--- config.mk ---
export PLATFORM = sky130hd
export DESIGN_NAME = alu_operand_loader_flat
export DESIGN_NICKNAME = d
export VERILOG_FILES = /design/src/rtl/alu_pkg.sv /design/src/rtl/alu_operand_loader_if.sv /design/src/rtl/byte_shift_assembler.sv /design/src/rtl/alu_operand_loader.sv /design/src/flat_wrapper.sv
export SDC_FILE = /design/constraint.sdc
export NUM_CORES = 1
export LEC_CHECK = 0
export ABC_AREA = 0
export ABC_CLOCK_PERIOD_IN_PS = 2600
export BUFFER_PORTS_ARGS = -buffer_cell sky130_fd_sc_hd__buf_2
export CAP_MARGIN = 15
export CORE_MARGIN = 4
export CORE_UTILIZATION = 57
export DETAILED_ROUTE_END_ITERATION = 16
export PLACE_DENSITY = 0.9
export SLEW_MARGIN = 10
export SYNTH_ARGS = -nofsm -noshare
export SYNTH_HDL_FRONTEND = slang
export SYNTH_SLANG_ARGS = --single-unit
export TNS_END_PERCENT = 1
--- constraint.sdc ---
create_clock -name i_clock -period 2.6 [get_ports i_clock]
set_input_delay 0.26 -clock i_clock [delete_from_list [all_inputs] [get_ports i_clock]]
set_output_delay 0.26 -clock i_clock [all_outputs]
set_load 0.02 [all_outputs]
--- src/rtl/alu_pkg.sv ---
// Shared constants for the ALU operand loader: FSM encoding, frame header fields
// and the opcode values the ALU decodes.
package alu_pkg;

    typedef enum logic [1:0] {
        IDLE   = 2'd0,
        LOAD_A = 2'd1,
        LOAD_B = 2'd2,
        ISSUE  = 2'd3
    } state_t;

    localparam logic [3:0] HDR_SYNC = 4'hA;
    localparam logic [1:0] HDR_RSVD = 2'b00;

    localparam logic [1:0] OP_XOR = 2'd0;
    localparam logic [1:0] OP_AND = 2'd1;
    localparam logic [1:0] OP_OR  = 2'd2;
    localparam logic [1:0] OP_SUM = 2'd3;

    function automatic logic is_header(input logic [7:0] b);
        return (b[7:4] == HDR_SYNC) && (b[3:2] == HDR_RSVD);
    endfunction

endpackage

--- src/rtl/alu_operand_loader_if.sv ---
// Byte-stream input and operand-set output of the loader, bundled for the ALU front end.
interface alu_operand_loader_if #(parameter int N_BITS = 32);

    logic [7:0]        i_rx_data;
    logic              i_rx_valid;
    logic              o_rx_ready;
    logic [N_BITS-1:0] o_data_a;
    logic [N_BITS-1:0] o_data_b;
    logic [1:0]        o_operation;
    logic              o_valid;
    logic              o_frame_err;
    logic              o_timeout;
    logic              o_busy;

    modport slave (
        input  i_rx_data, i_rx_valid,
        output o_rx_ready, o_data_a, o_data_b, o_operation,
               o_valid, o_frame_err, o_timeout, o_busy
    );

    modport master (
        output i_rx_data, i_rx_valid,
        input  o_rx_ready, o_data_a, o_data_b, o_operation,
               o_valid, o_frame_err, o_timeout, o_busy
    );

endinterface

--- src/rtl/byte_shift_assembler.sv ---
// Shadow register written one byte at a time at a given byte index; 'value' shows
// the register with this cycle's write already merged in.
module byte_shift_assembler #(
    parameter int N_BITS = 32,
    parameter int IDX_W  = 3
) (
    input  logic              clk,
    input  logic              rst_n,
    input  logic              clear,
    input  logic              wr_en,
    input  logic [IDX_W-1:0]  idx,
    input  logic [7:0]        data,
    output logic [N_BITS-1:0] value
);

    logic [N_BITS-1:0] value_q;

    // NOTE: assign the default first so every path drives 'value' and no latch is inferred.
    always_comb begin
        value = value_q;
        if (wr_en) begin
            for (int k = 0; k < N_BITS / 8; k++) begin
                if (idx == IDX_W'(k)) value[8*k +: 8] = data;
            end
        end
    end

    // NOTE: registered state uses non-blocking assignments so all flops update together.
    always_ff @(posedge clk or negedge rst_n) begin
        if (!rst_n)     value_q <= '0;
        else if (clear) value_q <= '0;
        else            value_q <= value;
    end

endmodule

--- src/rtl/alu_operand_loader.sv ---
// Receives header + operand A + operand B as an LSB-first byte stream and issues
// them to the ALU as one registered operand set, with header checking and idle timeout.
module alu_operand_loader
    import alu_pkg::*;
#(
    parameter int N_BITS      = 32,
    parameter int TIMEOUT_CYC = 1000
) (
    input  logic                 i_clock,
    input  logic                 i_reset_n,
    alu_operand_loader_if.slave  bus
);

    localparam int N_BYTES = N_BITS / 8;
    localparam int CW      = $clog2(N_BYTES) + 1;
    localparam int TW      = (TIMEOUT_CYC > 0) ? $clog2(TIMEOUT_CYC + 1) : 1;
    localparam bit TMO_EN  = (TIMEOUT_CYC > 0);
    localparam logic [CW-1:0] LAST_IDX = CW'(N_BYTES - 1);
    localparam logic [TW-1:0] TMO_LAST = TW'(TIMEOUT_CYC - 1);

    state_t            state;
    logic [CW-1:0]     byte_cnt;
    logic [TW-1:0]     tmo_cnt;
    logic [1:0]        op_sh;
    logic              transfer, hdr_ok, in_load, last_byte, tmo_hit;
    logic              shadow_clr, wr_a, wr_b;
    logic [N_BITS-1:0] a_value, b_value;

    always_comb begin
        transfer   = bus.i_rx_valid && bus.o_rx_ready;
        hdr_ok     = is_header(bus.i_rx_data);
        in_load    = (state == LOAD_A) || (state == LOAD_B);
        last_byte  = (byte_cnt == LAST_IDX);
        // A transfer on the would-be expiry cycle keeps the frame alive.
        tmo_hit    = TMO_EN && in_load && !transfer && (tmo_cnt == TMO_LAST);
        shadow_clr = ((state == IDLE) && transfer && hdr_ok) || tmo_hit;
        wr_a       = transfer && (state == LOAD_A);
        wr_b       = transfer && (state == LOAD_B);
    end

    byte_shift_assembler #(.N_BITS(N_BITS), .IDX_W(CW)) u_asm_a (
        .clk(i_clock), .rst_n(i_reset_n), .clear(shadow_clr), .wr_en(wr_a),
        .idx(byte_cnt), .data(bus.i_rx_data), .value(a_value)
    );

    byte_shift_assembler #(.N_BITS(N_BITS), .IDX_W(CW)) u_asm_b (
        .clk(i_clock), .rst_n(i_reset_n), .clear(shadow_clr), .wr_en(wr_b),
        .idx(byte_cnt), .data(bus.i_rx_data), .value(b_value)
    );

    always_ff @(posedge i_clock or negedge i_reset_n) begin
        if (!i_reset_n) begin
            state           <= IDLE;
            byte_cnt        <= '0;
            tmo_cnt         <= '0;
            op_sh           <= '0;
            bus.o_rx_ready  <= 1'b0;
            bus.o_data_a    <= '0;
            bus.o_data_b    <= '0;
            bus.o_operation <= '0;
            bus.o_valid     <= 1'b0;
            bus.o_frame_err <= 1'b0;
            bus.o_timeout   <= 1'b0;
            bus.o_busy      <= 1'b0;
        end else begin
            // Ready only drops for the ISSUE cycle; strobes default low.
            bus.o_rx_ready  <= 1'b1;
            bus.o_valid     <= 1'b0;
            bus.o_frame_err <= 1'b0;
            bus.o_timeout   <= 1'b0;
            unique case (state)
                IDLE: begin
                    if (transfer) begin
                        if (hdr_ok) begin
                            state      <= LOAD_A;
                            op_sh      <= bus.i_rx_data[1:0];
                            byte_cnt   <= '0;
                            tmo_cnt    <= '0;
                            bus.o_busy <= 1'b1;
                        end else begin
                            bus.o_frame_err <= 1'b1;
                        end
                    end
                end
                LOAD_A, LOAD_B: begin
                    if (transfer) begin
                        tmo_cnt <= '0;
                        if (!last_byte) begin
                            byte_cnt <= byte_cnt + CW'(1);
                        end else begin
                            byte_cnt <= '0;
                            if (state == LOAD_A) begin
                                state <= LOAD_B;
                            end else begin
                                state           <= ISSUE;
                                bus.o_rx_ready  <= 1'b0;
                                bus.o_busy      <= 1'b0;
                                bus.o_valid     <= 1'b1;
                                bus.o_data_a    <= a_value;
                                bus.o_data_b    <= b_value;
                                bus.o_operation <= op_sh;
                            end
                        end
                    end else if (tmo_hit) begin
                        state         <= IDLE;
                        byte_cnt      <= '0;
                        tmo_cnt       <= '0;
                        op_sh         <= '0;
                        bus.o_busy    <= 1'b0;
                        bus.o_timeout <= 1'b1;
                    end else begin
                        tmo_cnt <= tmo_cnt + TW'(1);
                    end
                end
                ISSUE:   state <= IDLE;
                default: state <= IDLE;
            endcase
        end
    end

endmodule

--- src/flat_wrapper.sv ---
// flat-port wrapper written by rule: the top's interface ports become plain ports
module alu_operand_loader_flat import alu_pkg::*;
#(
    parameter int N_BITS      = 32,
    parameter int TIMEOUT_CYC = 1000
)
  (i_clock, i_reset_n, bus_i_rx_data, bus_i_rx_valid, bus_o_rx_ready, bus_o_data_a, bus_o_data_b, bus_o_operation, bus_o_valid, bus_o_frame_err, bus_o_timeout, bus_o_busy);
  alu_operand_loader_if #(.N_BITS(N_BITS)) bus_i ();
  input  logic i_clock;
  input  logic i_reset_n;
  input wire logic [$bits(bus_i.i_rx_data)-1:0] bus_i_rx_data;
  input wire logic [$bits(bus_i.i_rx_valid)-1:0] bus_i_rx_valid;
  output wire logic [$bits(bus_i.o_rx_ready)-1:0] bus_o_rx_ready;
  output wire logic [$bits(bus_i.o_data_a)-1:0] bus_o_data_a;
  output wire logic [$bits(bus_i.o_data_b)-1:0] bus_o_data_b;
  output wire logic [$bits(bus_i.o_operation)-1:0] bus_o_operation;
  output wire logic [$bits(bus_i.o_valid)-1:0] bus_o_valid;
  output wire logic [$bits(bus_i.o_frame_err)-1:0] bus_o_frame_err;
  output wire logic [$bits(bus_i.o_timeout)-1:0] bus_o_timeout;
  output wire logic [$bits(bus_i.o_busy)-1:0] bus_o_busy;
  assign bus_i.i_rx_data = bus_i_rx_data;
  assign bus_i.i_rx_valid = bus_i_rx_valid;
  assign bus_o_rx_ready = bus_i.o_rx_ready;
  assign bus_o_data_a = bus_i.o_data_a;
  assign bus_o_data_b = bus_i.o_data_b;
  assign bus_o_operation = bus_i.o_operation;
  assign bus_o_valid = bus_i.o_valid;
  assign bus_o_frame_err = bus_i.o_frame_err;
  assign bus_o_timeout = bus_i.o_timeout;
  assign bus_o_busy = bus_i.o_busy;
  alu_operand_loader #(.N_BITS(N_BITS), .TIMEOUT_CYC(TIMEOUT_CYC)) u_core (.i_clock(i_clock), .i_reset_n(i_reset_n), .bus(bus_i));
endmodule
# Word-level counts from Yosys, hierarchy flattened
# Index checks and enable logic that the tools add are counted.
word_totals:
  register_bits: 152
  in_bits: 11
  wordCells: 109
classes:
  addsub: 2
  n_eq_ne: 15
  mux: 55
  n_bitwise: 1
  n_reduce_logical: 22
op_table:
  columns: ["operator", "n"]
  rows:
  - ["two-way mux 32 bit", 4]
  - ["two-way mux 8 bit", 8]
  - ["two-way mux 10 bit", 4]
  - ["two-way mux 1 bit", 21]
  - ["case mux 10 bit (2 select lines)", 1]
  - ["two-way mux 2 bit", 8]
  - ["two-way mux 3 bit", 5]
  - ["AND reduction 4 bit", 3]
  - ["adder 10 x 1 -> 10 bit (second input constant)", 1]
  - ["== test 10 bit (second input constant)", 1]
  - ["logical AND 1 bit", 8]
  - ["== test 3 x 2 -> 1 bit (second input constant)", 2]
  - ["inequality test 2 x 1 -> 1 bit (second input constant)", 3]
  - ["inequality test 3 bit (second input constant)", 2]
  - ["case mux 2 bit (3 select lines)", 1]
  - ["case mux 3 bit (2 select lines)", 1]
  - ["AND reduction 6 bit", 1]
  - ["AND reduction 5 bit", 1]
  - ["== test 2 bit (second input constant)", 2]
  - ["== test 4 bit (second input constant)", 1]
  - ["logical NOT 2 bit", 2]
  - ["case mux 2 bit (2 select lines)", 1]
  - ["adder 3 x 1 -> 3 bit (second input constant)", 1]
  - ["== test 3 x 1 -> 1 bit (second input constant)", 1]
  - ["11 further kinds", 12]

# Depth between registers and ports, before layout
# Gate-level depths: netlist of run 1.
depth:
  word_depth: 7
  depth_mapped: 7

# By module
# A second synthesis of run 1 with hierarchy kept.
hier_totals:
  hier_cells: 579
  hier_area_um2: 7485.9
modules_own_cells:
  columns: ["module", "instances", "cells_each", "area_per_inst_um2", "seq_area_each_um2"]
  rows:
  - ["byte_shift_assembler", 2, 154, 1876.8, 800.8]
  - ["alu_operand_loader", 1, 271, 3732.3, 2202.1]

# Least setup slack after synthesis of run 1
# OpenSTA, ideal clock, no wires.
synth_timing:
  path_type: "reg2reg"
  from: "reg u_core.state[0]"
  to: "reg u_core.tmo_cnt[0]"
  setup_ps: 66
  t_arrival_ps: 1862
  setup_slack_ps: 673
  path_stages_with_launch: 7
  path_buffers: 0
  synth_period_minus_slack_ps: 1927
  path_cell_list: "dfrtp_1 inv_1 ha_1 a21bo_2 a31oi_2 nor3b_4 mux2_2"
synth_between:
  elab_chain_len: 7
synth_rtl:
  columns: ["item", "line", "rtl"]
  rows:
  - ["from (decl)", "alu_operand_loader.sv:21", "state_t state;"]
  - ["from (signal assigned)", "alu_operand_loader.sv:53", "state <= IDLE;"]
  - ["from (signal assigned)", "alu_operand_loader.sv:75", "state <= LOAD_A;"]
  - ["from (signal assigned)", "alu_operand_loader.sv:93", "state <= LOAD_B;"]
  - ["== test 2 x 1 -> 1 bit or == test 2 bit (tied branches)", "alu_operand_loader.sv:32, alu_operand_loader.sv:71", null]
  - ["logical OR 1 bit", "alu_operand_loader.sv:32", "in_load = (state == LOAD_A) || (state == LOAD_B);"]
  - ["logical AND 1 bit (2 in series)", "alu_operand_loader.sv:35", "tmo_hit = TMO_EN && in_load && !transfer && (tmo_cnt == TMO_LAST);"]
  - ["two-way mux 10 bit", "alu_operand_loader.sv:104", "end else if (tmo_hit) begin"]
  - ["two-way mux 10 bit", "alu_operand_loader.sv:86", "if (transfer) begin"]
  - ["case mux 10 bit (2 select lines)", "alu_operand_loader.sv:71", "unique case (state)"]
  - ["to (signal assigned)", "alu_operand_loader.sv:112", "tmo_cnt <= tmo_cnt + TW'(1);"]
  - ["to (decl)", "alu_operand_loader.sv:23", "logic [TW-1:0] tmo_cnt;"]
# Several ways; a longest one is shown, not always the timed one.
# A chain may end at the register's enable or synchronous reset.

# Final worst setup path of run 1
layout_timing:
  from: "reg u_core.state[0]"
  to: "reg u_core.tmo_cnt[8]"
# Same word-level chain as after synthesis.

==> qor.txt, run 1 <==
Synthesis Warnings: 0
Final Core Density: 71.1%
Setup Total Neg Slack: 0 ns
Synthesized netlist net count: 564
Number of buffer cells added on primary ports: 81
Starting utilization of the core area: 59.6%
Crit path DAT: 2.61 ns
Clock insertion delay at the later pin of the skew report: 0.52 ns
Die area: 12000 um2
Library cells used by synthesis: 42
Min-delay worst type: in -> reg
Most frequent cell after synthesis: sky130_fd_sc_hd__dfrtp_1
Routed wire length: 13.8 mm
Clock tree from TritonCTS: yes
Number of diodes added for antenna fixing: 0
Number of max-capacitance violations reported: 0
DR DRC count: 0
Layout cells sized above 1: 20.5%
Reg power frac: 43.3%
Sw Share: 29.8%
Die width: 110 um
Psw: 1.94 mW
Ranking of synthesized cells by instance count: sky130_fd_sc_hd__dfrtp_1, sky130_fd_sc_hd__nand2_1, sky130_fd_sc_hd__nor2_1
Sinks on the clock net: 144
Register bit count reported by yosys: 144
Via density per instance: 5.74
Largest cells by area after synthesis: sky130_fd_sc_hd__dfrtp_1, sky130_fd_sc_hd__mux2i_1, sky130_fd_sc_hd__nand2_1, sky130_fd_sc_hd__o21ai_0, sky130_fd_sc_hd__nor2_1
Maximum clock insertion buffer count: 2
Worst clock skew: 0.00831 ns
Core Rows: 36
Via count of the first global-routing pass: 4492
Number of clock buffers inserted by TritonCTS: 17
Remaining antenna violation count: 0
CP max stage delay: 0.43 ns
Maximum number of pins on one net before global-route repair: 75
Area Growth Syn to Fin: 19.4%
Max-slew headroom: 57.0%
Power density of the placed cells: 923 nW/um2
Count of flip-flops with a built-in enable after synthesis: 0
Overall overflow remaining after global route: 0
Maximum resistive drop on vdd: 622 uV
Final-report setup violation count: 0
Total via count in the routed design: 4381
Nets: 638
Routed len/inst: 18.1 um
I/O pin count: 82
Worst-margin pin slew: 0.645 ns
Critical-path cell with the highest stage delay: sky130_fd_sc_hd__nor3b_4
Kind of end point of the critical path: register
Top-area cell type share of the netlist area: 61.1%
Netlist Area Pre-Place: 5900 um2
Prevailing post-synth register cell: sky130_fd_sc_hd__dfrtp_1
Internal power: 4.57 mW
Run status: finished, final reports clean
Synth async-reset ratio: 100%
Iteration-0 DRC Markers: 269
Total half-perimeter wirelength after legalization and detailed placement: 8.59 mm
Yosys top cell by area: sky130_fd_sc_hd__dfrtp_1
RSZ-0062 raised after global routing: no
RePlAce Congestion: 0.880
Total core area: 9910 um2
Number of instances in the synthesized netlist: 543
Gate power share: 19.3%
Clock edge transition at the registers on the reported setup and hold paths: 0.06 ns
Die height: 110 um
Maximum fanout along the worst path: 10
Post-route minimum period: 2.16 ns
Fmax achieved: 0.464 GHz
Cells along the critical path: inv_1, ha_1, a21bo_2, a31oi_2, nor3b_4, a221o_1
Total GRT Usage: 24.5%
Final Max Tran Viols: 0
Startpoint type of the worst setup path: register
Wire length of the first global-routing pass: 22.3 mm
Number of endpoints with negative hold slack in the final report: 0
Deepest level of the CTS H-tree: 4
Critical path class: reg -> reg
Root Buffer: sky130_fd_sc_hd__clkbuf_8
Antenna violations before repair: 0
Proportion of synthesized chip area in sequential cells: 61.1%
Drt first pass iters: 5
Synthesized area per cell: 10.9 um2
CP required: 3.06 ns
Final critical-path share of the clock period: 82.9%
Pleak: 4.01 nW
Clock network fraction of design power: 37.4%
[power by group through the flow]
stage	clock, mW	combinational [mW]	sequential [mW]
after floorplan	0	0.856	2.81
final	2.44	1.26	2.81
after CTS	2.46	1.26	2.81
after detailed placement	0	1.20	2.83
after global routing	2.57	1.41	2.85
after global placement	0	1.13	2.80
[state kept, by name (all words and copies together), names as in the netlist]
name and flops:
u_core.bus.o_operation 2, u_core.u_asm_a.value_q 32, u_core.bus.o_timeout 1, u_core.bus.o_busy 1
u_core.bus.o_rx_ready 1, u_core.u_asm_b.value_q 24, u_core.state 2, u_core.bus.o_frame_err 1
u_core.byte_cnt 3, u_core.op_sh 2, u_core.bus.o_valid 1, u_core.tmo_cnt 10
u_core.bus.o_data_b 32, u_core.bus.o_data_a 32
[cell families (layout without fill, tap and decap cells)]
kind of cell	after synthesis	in the layout	share of synthesized area (%)
compound gates	82	82	8.61
fa+ha+maj	10	10	2.12
buf+inv	41	128	2.90
flops	144	144	61.1
mux	60	60	10.2
simple gates	206	206	15.1
[critical path: cells and delay by family, from the launching register on]
kind,cells,cell delay (ns)
compound gates,3,0.72
fa+ha+maj,1,0.42
buf+inv,1,0.10
flops,1,0.41
simple gates,1,0.43
[cells in the final DEF, fill, tap and decap left out, types with 3 or more instances in the layout]
master	instances
sky130_fd_sc_hd__dfrtp_1	144
sky130_fd_sc_hd__nand2_1	100
sky130_fd_sc_hd__buf_2	80
sky130_fd_sc_hd__nor2_1	69
sky130_fd_sc_hd__mux2i_1	58
sky130_fd_sc_hd__o21ai_0	57
sky130_fd_sc_hd__clkbuf_16	16
sky130_fd_sc_hd__ha_1	10
sky130_fd_sc_hd__and3_1	9
sky130_fd_sc_hd__inv_1	7
sky130_fd_sc_hd__a221o_1	7
sky130_fd_sc_hd__nand3_1	5
sky130_fd_sc_hd__nor3_1	5
sky130_fd_sc_hd__buf_4	5
sky130_fd_sc_hd__clkbuf_8	4
sky130_fd_sc_hd__and4b_1	3
sky130_fd_sc_hd__nand4_1	3
sky130_fd_sc_hd__a22o_1	3
sky130_fd_sc_hd__clkinvlp_4	3
sky130_fd_sc_hd__clkinv_4	3
[layer usage]
metal	vias to the layer above	GRT usage (%)	share of wire [%]
met2	180	38.8	50
met4	0	10.7	2.7
met5	-	0	0
li1	1988	-	-
met1	2175	32.0	41
met3	38	6.40	6.5
[stage by stage]
stage / hold WS (ns) / total power, mW / instances / setup slack [ns] / area (um2)
detailed placement: 0.281 / 4.03 / 730 / 0.515 / 6430
global route: 0.0948 / 6.82 / 763 / 0.324 / 7050
CTS: 0.0761 / 6.52 / 763 / 0.476 / 7050
finish: 0.0977 / 6.51 / 763 / 0.444 / 7050
global placement: 0.274 / 3.93 / 730 / 0.599 / 6430
floorplan: -0.0356 / 3.67 / 543 / 0.673 / 5900
[area by class of cell]
type	instances	area, um2
multi-input combinational	358	2150
sequential	144	3600
inverter	7	26.3
clock buffer	20	455
timing repair buffer	89	499
fill	690	2860
tap	133	166
clock inverter	12	149
[final timing paths]
check	to	start	slack (ns)	cells past startpoint
worst min register to register	u_core.bus.o_data_a[24]	u_core.bus.o_data_a[24]	0.48	2
max in group asynchronous	u_core.bus.o_data_b[30]	i_reset_n	1.57	3
worst max register to register	u_core.tmo_cnt[8]	u_core.state[0]	0.44	6
min in group asynchronous	u_core.bus.o_data_b[20]	i_reset_n	0.28	2
worst max-delay path	u_core.tmo_cnt[8]	u_core.state[0]	0.44	6
worst min-delay path	u_core.bus.o_data_b[26]	bus_i_rx_data[2]	0.1	3
[timing repair]
item | in CTS | in global routing
hold endpoints to repair | 63 | 0
hold buffers | 1 | 0
gates resized for setup | 0 | 0
setup buffers | 0 | 0
(Power assumes the default switching activity.)
==> inputs of run 2 (changes only) <==
Settings changed: ABC_CLOCK_PERIOD_IN_PS 2600 to 2000.
Clock period 2.6 ns to 2 ns, I/O delays scaled along.
==> qor.txt, run 2 (synthesis gave the netlist of run 1 again) <==
Run status: finished, final reports clean
Fillcell total: 613
Number of buffer cells added on primary ports: 81
Maximum number of pins on one net before global-route repair: 75
Die width: 110 um
Routed len/inst: 19.0 um
I/O pin count: 82
Die area: 12000 um2
CP required: 2.41 ns
Setup Total Neg Slack: 0 ns
Maximum clock insertion buffer count: 2
Worst-margin pin slew: 0.476 ns
Die height: 110 um
Clock edge transition at the registers on the reported setup and hold paths: 0.06 ns
Count of placed standard cells including taps: 748
Startpoint type of the worst setup path: register
Maximum fanout along the worst path: 13
Final critical-path share of the clock period: 97.2%
Area Growth Syn to Fin: 23.8%
Overall overflow remaining after global route: 0
Via density per instance: 5.87
Layout cells sized above 1: 24.0%
Min-delay worst type: in -> reg
Fin cells: 783
Top library cells by usage in the layout, fill and taps aside: sky130_fd_sc_hd__dfrtp_1, sky130_fd_sc_hd__nand2_1, sky130_fd_sc_hd__buf_2
Starting utilization of the core area: 59.6%
Total half-perimeter wirelength after legalization and detailed placement: 9.21 mm
Maximum resistive drop on vdd: 682 uV
DR DRC count: 0
Clock tree from TritonCTS: yes
Number of clock buffers inserted by TritonCTS: 17
Antenna violations before repair: 0
Number of max-capacitance violations reported: 0
Deepest level of the CTS H-tree: 4
Routed wire length: 14.9 mm
Total GRT Usage: 25.9%
Total core area: 9910 um2
Total via count in the routed design: 4595
RSZ-0062 raised after global routing: yes
Post-route minimum period: 1.94 ns
Sinks on the clock net: 144
Final-report setup violation count: 0
Commonest non-fill, non-tap cell in the layout: sky130_fd_sc_hd__dfrtp_1
Reg2Reg Depth: 7
Wire length of the first global-routing pass: 23.5 mm
Power density of the placed cells: 1220 nW/um2
Nets: 657
Kind of end point of the critical path: register
Max-slew headroom: 68.2%
Final Core Density: 73.8%
Worst clock skew: 0.00707 ns
Root Buffer: sky130_fd_sc_hd__clkbuf_8
Crit path DAT: 2.35 ns
Core Rows: 36
Critical path class: reg -> reg
Clock insertion delay at the later pin of the skew report: 0.52 ns
Largest registers ranked by flip-flop count: u_core.bus.o_data_a: 32 flops, u_core.bus.o_data_b: 32 flops, u_core.u_asm_a.value_q: 32 flops
Cell area after layout: 7310 um2
Remaining antenna violation count: 0
Iteration-0 DRC Markers: 329
Number of endpoints with negative hold slack in the final report: 0
Hold Slack: 0.0399 ns
RePlAce Congestion: 0.864
Pleak: 4.10 nW
Post-place instance area: 6590 um2
Fmax achieved: 0.515 GHz
Drt first pass iters: 5
Final Max Tran Viols: 0
Via count of the first global-routing pass: 4627
Number of stages on the worst hold path: 3
==> run 2: timing repair <==
item	in CTS	in global routing
buffers inserted	0	1
endpoints found under the hold margin	49	0
setup endpoints to repair	0	50
hold buffers	1	0
gates resized for setup	0	14
==> run 2: stage by stage <==
stage	setup WS, ns	power [mW]
6_report	0.0568	8.90
5_1_grt	-0.0312	9.26
4_1_cts	0.0110	8.78
3_5_place_dp	0.0461	5.35
3_3_place_gp	0.158	5.22
2_1_floorplan	0.0725	4.77
==> run 2: cell type report <==
class,instances,area (um2),share of cell area [%]
flip-flops and latches,144,3600,49.3
multi-input cells,358,2190,30.0
repair buffers,108,683,9.35
clock buffers,19,422,5.77
clock inverters,13,211,2.89
well taps,133,166,2.28
inverters,7,26.3,0.359
diodes,1,2.50,0.0342
==> run 2: final timing paths <==
check,slack (ns),start,end
setup / recovery,0.06,u_core.state[0],u_core.byte_cnt[0]
hold / removal,0.04,bus_i_rx_data[5],u_core.bus.o_data_b[29]
setup reg to reg,0.06,u_core.state[0],u_core.byte_cnt[0]
hold reg to reg,0.48,u_core.bus.o_data_a[7],u_core.bus.o_data_a[7]
max in group asynchronous,1.13,i_reset_n,u_core.bus.o_data_b[1]
min in group asynchronous,0.19,i_reset_n,u_core.u_asm_b.value_q[16]
==> run 2: worst max-delay path, stage by stage (launching register included) <==
cell and delay [ns]:
sky130_fd_sc_hd__dfrtp_1 0.41, sky130_fd_sc_hd__inv_1 0.10, sky130_fd_sc_hd__ha_1 0.31, sky130_fd_sc_hd__a21bo_2 0.21, sky130_fd_sc_hd__a31oi_2 0.04, sky130_fd_sc_hd__buf_4 0.20, sky130_fd_sc_hd__nor3_4 0.17, sky130_fd_sc_hd__mux2_2 0.37
==> run 2: metal layers <==
layer	GRT usage [%]	up-vias	share of wire [%]
met2	41.5	241	49
met4	9.88	0	1.9
li1	-	2018	-
met1	33.9	2303	42
met5	0	-	0
met3	6.81	33	7.3
==> run 2: power by group <==
part / total (mW) / switching [mW] / internal [mW] / leakage, nW
clock network: 3.40 / 1.24 / 2.16 / 0.306
registers: 3.67 / 0.241 / 3.43 / 1.95
logic: 1.83 / 1.10 / 0.728 / 1.85
==> inputs of run 3 (changes only) <==
Settings changed: CORE_UTILIZATION 57 to 55, GPL_ROUTABILITY_DRIVEN from default to 1, PLACE_DENSITY 0.9 to 0.88, SETUP_SLACK_MARGIN from default to 0.1.
==> qor.txt, run 3 (synthesis gave the netlist of run 1 again) <==
Number of clock buffers inserted by TritonCTS: 17
Run status: finished, final reports clean
Clock edge transition at the registers on the reported setup and hold paths: 0.06 ns
Largest registers ranked by flip-flop count: u_core.bus.o_data_a: 32 flops, u_core.bus.o_data_b: 32 flops, u_core.u_asm_a.value_q: 32 flops
Deepest level of the CTS H-tree: 4
Area Growth Syn to Fin: 24.7%
Cell area after layout: 7360 um2
Antenna violations before repair: 0
Maximum clock insertion buffer count: 2
Via count of the first global-routing pass: 4535
Total half-perimeter wirelength after legalization and detailed placement: 9.06 mm
Sinks on the clock net: 144
CP required: 2.40 ns
Critical path class: reg -> reg
Maximum resistive drop on vdd: 601 uV
I/O pin count: 82
Total core area: 10400 um2
Reg2Reg Depth: 6
RSZ-0062 raised after global routing: yes
Clock tree from TritonCTS: yes
Crit path DAT: 2.28 ns
Final-report setup violation count: 0
Fmax achieved: 0.530 GHz
Reg2reg start: u_core.tmo_cnt[0]
Commonest non-fill, non-tap cell in the layout: sky130_fd_sc_hd__dfrtp_1
Die height: 112 um
Overall overflow remaining after global route: 0
Max-slew headroom: 69.4%
Routed wire length: 14.7 mm
Final critical-path share of the clock period: 94.3%
Maximum fanout along the worst path: 7
Post-place instance area: 6580 um2
Pleak: 4.12 nW
Worst setup endpoint: u_core.byte_cnt[0]
Core Rows: 37
Capture point of the worst reg-to-reg path: u_core.byte_cnt[0]
Wire length of the first global-routing pass: 23.1 mm
Remaining antenna violation count: 0
Power density of the placed cells: 1160 nW/um2
Iteration-0 DRC Markers: 438
Clock insertion delay at the later pin of the skew report: 0.52 ns
Number of diodes added for antenna fixing: 0
Starting utilization of the core area: 56.9%
Final Max Tran Viols: 0
Nets: 662
Routed len/inst: 18.6 um
Die area: 12500 um2
Startpoint type of the worst setup path: register
Number of max-capacitance violations reported: 0
Setup Total Neg Slack: 0 ns
Worst setup path start: u_core.tmo_cnt[0]
Total GRT Usage: 23.3%
Number of endpoints with negative hold slack in the final report: 0
Drt first pass iters: 7
Number of buffer cells added on primary ports: 81
Worst reg-to-reg setup slack: 0.11 ns
Via density per instance: 5.77
Die width: 112 um
Total power consumption of the routed design: 8.55 mW
Post-route minimum period: 1.89 ns
Top library cells by usage in the layout, fill and taps aside: sky130_fd_sc_hd__dfrtp_1, sky130_fd_sc_hd__nand2_1, sky130_fd_sc_hd__buf_2
Worst-margin pin slew: 0.459 ns
Root Buffer: sky130_fd_sc_hd__clkbuf_8
Total via count in the routed design: 4556
Worst clock skew: 0.0126 ns
DR DRC count: 0
Fillcell total: 712
Kind of end point of the critical path: register
Min-delay worst type: in -> reg
Layout cells sized above 1: 25.3%
Maximum number of pins on one net before global-route repair: 75
RePlAce Congestion: 0.822
run 3: area by class of cell:
| class | count | area [um2] | share of cell area [%] |
|---|---|---|---|
| Clock inverter | 12 | 133 | 1.80 |
| Clock buffer | 19 | 422 | 5.73 |
| Multi-Input combinational cell | 358 | 2210 | 30.0 |
| Tap cell | 136 | 170 | 2.31 |
| Timing Repair Buffer | 113 | 796 | 10.8 |
| Sequential cell | 144 | 3600 | 49.0 |
| Inverter | 7 | 26.3 | 0.357 |
run 3: how the worst min path moves through the flow:
stage,startpoint,endpoint,slack (ns),cells past startpoint
6_report,bus_i_rx_data[0],u_core.bus.o_data_b[24],0.07,3
3_3_place_gp,i_reset_n,u_core.bus.o_data_b[17],0.15,1
3_5_place_dp,i_reset_n,u_core.bus.o_data_b[20],0.16,1
2_1_floorplan,i_reset_n,u_core.bus.o_busy,-0.1,0
4_1_cts,bus_i_rx_data[0],u_core.bus.o_data_b[24],0.05,3
5_1_grt,bus_i_rx_data[0],u_core.bus.o_data_b[24],0.07,3
run 3: what timing repair did:
item                       CTS  global route
hold endpoints to repair    46             0
resized for setup            1            20
gates cloned                 0             3
setup endpoints to repair   35           111
buffers inserted             2             7
hold buffers                 1             0
pin swaps                    0             2
run 3: metal layers:
| metal | up-vias | GRT usage [%] | share of wire, % |
|---|---|---|---|
| li1 | 2034 | - | - |
| met1 | 2303 | 31.2 | 42 |
| met2 | 186 | 36.9 | 48 |
| met3 | 33 | 6.30 | 7.2 |
| met4 | 0 | 8.27 | 2.5 |
| met5 | - | 0 | 0 |
run 3: power breakdown:
part           total [mW]  leakage, nW  internal (mW)  switching (mW)
logic                1.91         1.91          0.797            1.11
clock network        3.00        0.265           1.78            1.22
registers            3.65         1.95           3.43           0.220
run 3: worst max-delay path: stages (launching register included):
cell	delay, ns
sky130_fd_sc_hd__dfrtp_1	0.40
sky130_fd_sc_hd__ha_2	0.23
sky130_fd_sc_hd__and4b_2	0.30
sky130_fd_sc_hd__a31oi_4	0.11
sky130_fd_sc_hd__buf_6	0.16
sky130_fd_sc_hd__nor3_2	0.20
sky130_fd_sc_hd__mux2_2	0.37
run 3: through the flow:
step	setup WS, ns	hold slack (ns)	cells	utilization [%]
floorplan	0.138	-0.0956	543	-
global route	0.0394	0.0667	789	71.0
finish	0.114	0.0671	789	71.0
global placement	0.130	0.153	745	63.4
CTS	0.00318	0.0475	779	69.0
detailed placement	0.0117	0.165	745	63.4
